File: config.mk
export PLATFORM = sky130hd
export DESIGN_NAME = dxm_sync_filt
export DESIGN_NICKNAME = d
export VERILOG_FILES = /design/src/rtl/dxm_sync_filt.sv
export SDC_FILE = /design/constraint.sdc
export NUM_CORES = 1
export LEC_CHECK = 0
export BUFFER_PORTS_ARGS = -buffer_cell sky130_fd_sc_hd__buf_4
export CAP_MARGIN = 20
export CELL_PAD_IN_SITES_DETAIL_PLACEMENT = 1
export CELL_PAD_IN_SITES_GLOBAL_PLACEMENT = 1
export CORE_AREA = 3 3 40 42
export DETAILED_ROUTE_END_ITERATION = 8
export DIE_AREA = 0 0 43 45
export GPL_TIMING_DRIVEN = 0
export PLACE_DENSITY_LB_ADDON = 0.1
export SETUP_SLACK_MARGIN = 0.1
export SLEW_MARGIN = 10
export SYNTH_ARGS = -nofsm -noshare
export SYNTH_HDL_FRONTEND = slang
export SYNTH_SLANG_ARGS = --single-unit
File: constraint.sdc
create_clock -name clk -period 3.28 [get_ports clk]
set_clock_uncertainty 0.15 [all_clocks]
set_input_delay 0.492 -clock clk [delete_from_list [all_inputs] [get_ports clk]]
set_output_delay 0.492 -clock clk [all_outputs]
set_load 0.05 [all_outputs]
File: src/rtl/dxm_sync_filt.sv
// Multi-bit synchroniser chain with an optional bus-level stability filter
// and registered per-bit edge pulses, all on a single clock.
module dxm_sync_filt #(
    parameter int WIDTH   = 1,
    parameter int STAGES  = 2,
    parameter int FILT    = 0,
    parameter int RST_VAL = 0
) (
    input  logic             clk,
    input  logic             rst,
    input  logic             en,
    input  logic [WIDTH-1:0] d,
    output logic [WIDTH-1:0] q,
    output logic [WIDTH-1:0] q_rise,
    output logic [WIDTH-1:0] q_fall,
    output logic             q_chg
);
    localparam int              CW       = (FILT > 0) ? $clog2(FILT + 1) : 1;
    localparam logic [CW-1:0]   FILT_C   = CW'(FILT);
    localparam logic [CW-1:0]   ONE_C    = CW'(1);
    localparam logic            RST_BIT  = (RST_VAL != 0) ? 1'b1 : 1'b0;
    localparam logic [WIDTH-1:0] RST_WORD = {WIDTH{RST_BIT}};

    logic [STAGES-1:0][WIDTH-1:0] sync_r;
    logic [WIDTH-1:0]             sync_out_s;
    logic [WIDTH-1:0]             q_next_s;

    assign sync_out_s = sync_r[STAGES-1];

    // synchroniser shift chain, newest sample in stage 0
    always_ff @(posedge clk) begin
        if (rst) begin
            sync_r <= {STAGES{RST_WORD}};
        end else if (en) begin
            sync_r <= {sync_r[STAGES-2:0], d};
        end
    end

    if (FILT > 0) begin : g_filt
        logic [WIDTH-1:0] cand_r;
        logic [CW-1:0]    cnt_r;

        // candidate tracking: any bit change restarts the count for the whole bus
        always_ff @(posedge clk) begin
            if (rst) begin
                cand_r <= RST_WORD;
                cnt_r  <= {CW{1'b0}};
            end else if (en) begin
                if (sync_out_s != cand_r) begin
                    cand_r <= sync_out_s;
                    cnt_r  <= ONE_C;
                end else if (cnt_r == FILT_C) begin
                    cnt_r  <= FILT_C;
                end else begin
                    cnt_r  <= cnt_r + ONE_C;
                end
            end
        end

        // promote the candidate once it has been stable for the full length
        always_comb begin
            q_next_s = q;
            if ((cnt_r == FILT_C) && (cand_r != q)) begin
                q_next_s = cand_r;
            end else begin
                q_next_s = q;
            end
        end
    end else begin : g_bypass
        assign q_next_s = sync_out_s;
    end

    // output level and single-cycle edge pulses, all registered
    always_ff @(posedge clk) begin
        if (rst) begin
            q      <= RST_WORD;
            q_rise <= {WIDTH{1'b0}};
            q_fall <= {WIDTH{1'b0}};
            q_chg  <= 1'b0;
        end else if (en) begin
            q      <= q_next_s;
            q_rise <= q_next_s & ~q;
            q_fall <= ~q_next_s & q;
            q_chg  <= |(q_next_s ^ q);
        end else begin
            q_rise <= {WIDTH{1'b0}};
            q_fall <= {WIDTH{1'b0}};
            q_chg  <= 1'b0;
        end
    end

endmodule

# [After elaboration in Yosys (flattened, before gate mapping)]
# Cells that the tools add are included.
[word_totals] regBits=6 input_bits=4 out_inout_bits=4 elab_cells=13
[op_classes] n_bitwise=6 reduce_logical=1
[op_table] cell="inverter 1 bit" count=3
[op_table] cell="AND 1 bit" count=2
[op_table] cell="OR reduction 2 bit" count=1
[op_table] cell="bitwise XOR 1 bit" count=1

# [Depth between registers and ports, before layout]
# Gate-level depths: netlist of the first run.
[logic_depth] word_depth=2 ltp_mapped=3 depth_no_buf=3

# [Least setup slack after synthesis of the first run]
# No wires, ideal clock.
[synth_path] path_kind="flip-flop to flip-flop" startpoint="register q" endpoint="register q_chg" setup_time_ps=80 arrival_ps=1186 required_time_ps=3050 setup_slack_ps=1864 path_stages_with_launch=4 path_buffers=0 synth_period_minus_slack_ps=1416 cell_sequence="dfxtp_1 > inv_1 > ha_1 > nor3b_1"
[synth_between] elab_chain_len=1
[synth_lines] item="start: declaration" line="13" text="output logic [WIDTH-1:0] q,"
[synth_lines] item="start signal: assignment" line="81" text="q <= q_next_s;"
[synth_lines] item="bitwise XOR 1 bit" line="84" text="q_chg <= |(q_next_s ^ q);"
[synth_lines] item="end signal: assignment" line="84"
[synth_lines] item="end: declaration" line="16" text="output logic q_chg"
# No other way between the ends.
# A chain may end at the register's enable or synchronous reset.

# [Worst setup path after layout of the first run]
[layout_path] startpoint="register q" endpoint="output port q"
# No word-level cell between the ends.

==> impl_metrics.tcl, run 1 <==
set metrics [dict create \
    layout_common_cells "buf_4 (6), dfxtp_1 (6), mux2i_1 (3), nor2_1 (3), clkbuf_4 (3)" \
    io_pins 8 \
    wl_per_cell_um 10.3 \
    whs_ns 0.295 \
    area_delta_synth_final_pct 38.5 \
    rsz0062_at_grt "no" \
    setup_violations 0 \
    ant_nets 0 \
    yosysSeqAreaShare_pct 53.6 \
    synth_cells 20 \
    clkTransAtPathRegs_ns 0.05 \
    postCtsSetupRepairBufs 0 \
    switchingPower_uw 36.2 \
    finalWirelength_um 451 \
    leakagePower_nw 0.151 \
    antennaDiodeCount 0 \
    crit_chain "buf_4" \
    vias 170 \
    cts.path.max_buffers 2 \
    critPathCaptureType "output port" \
    status "finished, final reports clean" \
    cts_sinks 6 \
    nFillCells 152 \
    min_period_ns 1.48 \
    viasPerCell 3.86 \
    clkPwrFrac_pct 44.7 \
    cts_made_buffers 3 \
    dr.first_iter.drc_count 0 \
    wl_met3_um 38 \
    syn_nets 26 \
    coreArea_um2 1280 \
    hold_violations 0 \
    synth_area_um2 224 \
    synthTopCellsByArea "dfxtp_1 (54%), mux2i_1 (13%), ha_1 (11%)" \
    place_congestion 0.614 \
    die_h_um 45 \
    p_seq_share_pct 48.1 \
    peakVddDrop_mv 0.258 \
    hold_class "input port to flip-flop" \
    nets 37 \
    p_int_uw 122 \
    synth_cell_types 8 \
    grt_max_degree 7 \
    grt_overflow 0 \
    fp-row-count 13 \
    initial_utilization_pct 17.4 \
    dieArea_um2 1940 \
    track_usage_pct 6.76 \
    die_w_um 43 \
    slowest_delay_ns 0.37 \
    grt_pass1_vias 183 \
    p_per_area_nw_per_um2 509 \
    yosysTopAreaCellShare_pct 53.6 \
    p_sw_share_pct 22.9 \
    slew-limit-headroom_pct 91.2 \
    routed.top_layer "met4" \
    max_freq_ghz 0.674 \
    cts_max_level 1 \
    critPathKind "flip-flop to output port" \
    tightest_slew_ns 0.129 \
    drive_gt1_share_pct 34.5 \
    grt_pass1_wl_um 814 \
    cp_slowest_cell "dfxtp_1" \
    tns_ns 0 \
    antenna_found_initial 0 \
    route.detailed.drc 0 \
    yosysTopAreaCell "dfxtp_1" \
    cp_max_fo 4 \
    final_max_slew_viol_count 0 \
    cts_hold_buf 0 \
    fin_crit_sh_pct 45.2 \
    clk-insertion-delay-late_ns 0.25 \
    ys_warn_count 0 \
    syn_avg_cell_area_um2 11.2 \
    placed_cells_incl_taps 41 \
    cp_num_buf_inv 1 \
    dr.pass1.iters 1 \
    met2_length_um 189 \
    crit_required_ns 2.64 \
    comb_power_share_pct 7.2 \
    crit_path_start_kind "flip-flop" \
    cts_root_buffer "clkbuf_4" \
    stdcell_count 44 \
    cts_tree "built" \
    ys_ff_latch 6 \
    ctsResizeCount 0 \
    worstPathArrival_ns 0.84 \
    maxCapViolations 0 \
    wl_met1_um 193 \
    cp_top_family "flip-flops" \
    port_buffers 6 \
]
-- power groups by stage --
stage	clock, mW	sequential, mW	combinational (mW)
finish	0.0705	0.0760	0.0114
global route	0.0789	0.0761	0.0124
CTS	0.0738	0.0760	0.0117
detailed placement	0	0.0774	0.0117
global placement	0	0.0774	0.0112
floorplan	0	0.0793	0.00488
-- Yosys cell counts --
master	count
inv_1	2
buf_2	1
mux2i_1	3
and3b_1	2
ha_1	2
nor3b_1	1
dfxtp_1	6
nor2_1	3
-- kinds of logic after synthesis --
| logic type | synth area share, % |
|---|---|
| DFF | 53.6 |
| adders and majority gates | 11.2 |
| buffers and inverters | 5.59 |
| and+or+nand+nor | 16.2 |
| muxes | 13.4 |
-- final timing paths --
kind	startpoint	to	cells after the start	slack (ns)
max reg2reg	q$_SDFFE_PP0P_	q_chg$_SDFF_PP0_	3	2.16
min reg2reg	sync_r[0]$_SDFFE_PP0P_	sync_r[0]$_SDFFE_PP0P_	2	0.35
min	rst	q$_SDFFE_PP0P_	2	0.30
max	q$_SDFFE_PP0P_	q	1	1.80
-- flip-flops by register name, indices dropped and copies added (netlist names) --
name and count:
q 1, q_chg 1, q_fall 1, q_next_s 1
q_rise 1, sync_r 1
-- metal layers --
layer / up-vias / track usage, %
met2: 9 / 7.78
met3: 4 / 4.78
met4: 0 / 9.04
li1: 82 / -
met1: 75 / 6.80
met5: - / 0
-- final cells by class --
cell class | count | area (µm²) | area share [%]
repair buffers | 6 | 45.0 | 14.5
clock buffers | 3 | 22.5 | 7.26
well taps | 15 | 18.8 | 6.05
inverters | 2 | 7.51 | 2.42
plain buffers | 1 | 5.00 | 1.61
multi-input cells | 11 | 91.3 | 29.4
flip-flops and latches | 6 | 120 | 38.7
-- through the flow --
stage / util (%) / power [mW] / cell area, µm² / setup slack, ns
floorplan: - / 0.0841 / 224 / 1.86
global placement: 22.4 / 0.0886 / 288 / 2.06
detailed placement: 22.4 / 0.0891 / 288 / 2.06
CTS: 24.1 / 0.162 / 310 / 1.78
global route: 24.1 / 0.167 / 310 / 1.76
finish: 24.1 / 0.158 / 310 / 1.80
Note: power is estimated with default switching activity, not from simulation.
==> run 2: changes to the inputs <==
Clock period 3.28 ns to 1.3 ns, I/O delays scaled along.
==> run 2 against run 1 <==
Effect of this change:
- count of clock-buffer cells in the layout up 1
- global-route usage fell by 1.0 points
- critical path depth unchanged
- sequential cell count is the same
- register-to-register slack got worse by 1.9 ns
- largest power group unchanged
==> impl_metrics.tcl, run 2 (synthesis gave the netlist of run 1 again) <==
set metrics [dict create \
    dr.first_iter.drc_count 2 \
    ff2ff_setup_slack_ns 0.23 \
    place_worst_setup_slack_ns 0.238 \
    cts.path.max_buffers 2 \
    r2r_cells 3 \
    port_buffers 6 \
    ant_nets 0 \
    fin_util_pct 25.5 \
    coreArea_um2 1280 \
    tns_ns 0 \
    fin_ws_ns 0.165 \
    wl_met1_um 190 \
    final_max_slew_viol_count 0 \
    area_delta_synth_final_pct 46.4 \
    met2_length_um 192 \
    final_common_cell "buf_4" \
    crit_chain "buf_4" \
    min_period_ns 1.14 \
    hold_path_depth 3 \
    slew-limit-headroom_pct 90.9 \
    layout_common_cells "buf_4 (6), dfxtp_1 (5), mux2i_1 (3), nor2_1 (3), clkbuf_4 (3)" \
    p_per_area_nw_per_um2 1250 \
    vias 167 \
    routed.top_layer "met3" \
    antennaDiodeCount 0 \
    dieArea_um2 1940 \
    crit_path_start_kind "flip-flop" \
    cts_max_level 1 \
    viasPerCell 3.63 \
    leakagePower_nw 0.157 \
    cts_root_buffer "clkbuf_4" \
    stdcell_count 46 \
    finalWirelength_um 425 \
    io_pins 8 \
    die_h_um 45 \
    grt_pass1_vias 167 \
    place_area_um2 292 \
    cp_max_fo 4 \
    grt_pass1_wl_um 717 \
    critPathCaptureType "output port" \
    peakVddDrop_mv 0.408 \
    route.detailed.drc 0 \
    worstPathArrival_ns 0.79 \
    clkTransAtPathRegs_ns 0.05 \
    hold_violations 0 \
    hold_class "input port to flip-flop" \
    max_freq_ghz 0.881 \
    track_usage_pct 5.76 \
    whs_ns 0.0363 \
    tightest_slew_ns 0.133 \
    maxCapViolations 0 \
    cts_made_buffers 3 \
    design_area_um2 328 \
    place_congestion 0.615 \
    nFillCells 156 \
    wl_met3_um 42 \
    critPathKind "flip-flop to output port" \
    die_w_um 43 \
    startpoint "q$_SDFFE_PP0P_" \
    antenna_found_initial 0 \
    dr.pass1.iters 4 \
    cp_slowest_cell "dfxtp_4" \
    clk-insertion-delay-late_ns 0.25 \
    initial_utilization_pct 17.4 \
    cts_sinks 6 \
    fin_crit_sh_pct 87.3 \
    drive_gt1_share_pct 35.5 \
    placed_cells_incl_taps 41 \
    crit_required_ns 0.95 \
    fp-row-count 13 \
    cp_num_cells 1 \
    cp_top_family "flip-flops" \
    r2r-end "q_chg$_SDFF_PP0_" \
    slowest_delay_ns 0.35 \
    finalPower_uw 409 \
    nets 38 \
    wl_per_cell_um 9.24 \
    cp_num_buf_inv 1 \
    ctsResizeCount 0 \
    rr_startpoint "q$_SDFFE_PP0P_" \
    grt_overflow 0 \
    grt_max_degree 7 \
    setup_violations 0 \
    cts_tree "built" \
    cp-endpoint "q" \
    rsz0062_at_grt "no" \
    status "finished, final reports clean" \
]
run 2: cell types whose count changed in the layout (fill, tap and decap cells not counted):
cell and change:
clkbuf_1 +1, dfxtp_1 -1, dfxtp_4 +1, dlygate4sd3_1 +1
run 2: area by class of cell:
cell class | instances | area (µm²) | share of cell area [%]
flip-flops and latches | 6 | 124 | 37.8
plain buffers | 1 | 5.00 | 1.53
multi-input cells | 11 | 91.3 | 27.9
clock buffers | 4 | 26.3 | 8.02
well taps | 15 | 18.8 | 5.73
inverters | 2 | 7.51 | 2.29
repair buffers | 7 | 55.1 | 16.8
run 2: layer usage:
layer	vias up	global-route usage (%)
met5	-	0
met4	0	3.61
met3	0	5.98
met2	8	7.78
met1	73	5.34
li1	86	-
run 2: repair_timing:
action / 4_1_cts / 5_1_grt
setup buffers: 0 / 0
hold buffers: 1 / 0
endpoints found under the hold margin: 3 / 0
run 2: worst min path at each step:
stage	endpoint	startpoint	slack (ns)
finish	sync_r[0]$_SDFFE_PP0P_	d	0.04
global placement	q$_SDFFE_PP0P_	rst	0.25
CTS	sync_r[0]$_SDFFE_PP0P_	d	0.03
global route	sync_r[0]$_SDFFE_PP0P_	d	0.05
detailed placement	q$_SDFFE_PP0P_	rst	0.25
floorplan	q$_SDFFE_PP0P_	rst	0.11
run 2: where the power goes:
group | total [mW] | switching [mW] | internal, mW
Clock | 0.188 | 0.0718 | 0.117
Combinational | 0.0309 | 0.0157 | 0.0152
Sequential | 0.190 | 0.00279 | 0.187
Total | 0.409 | 0.0902 | 0.319
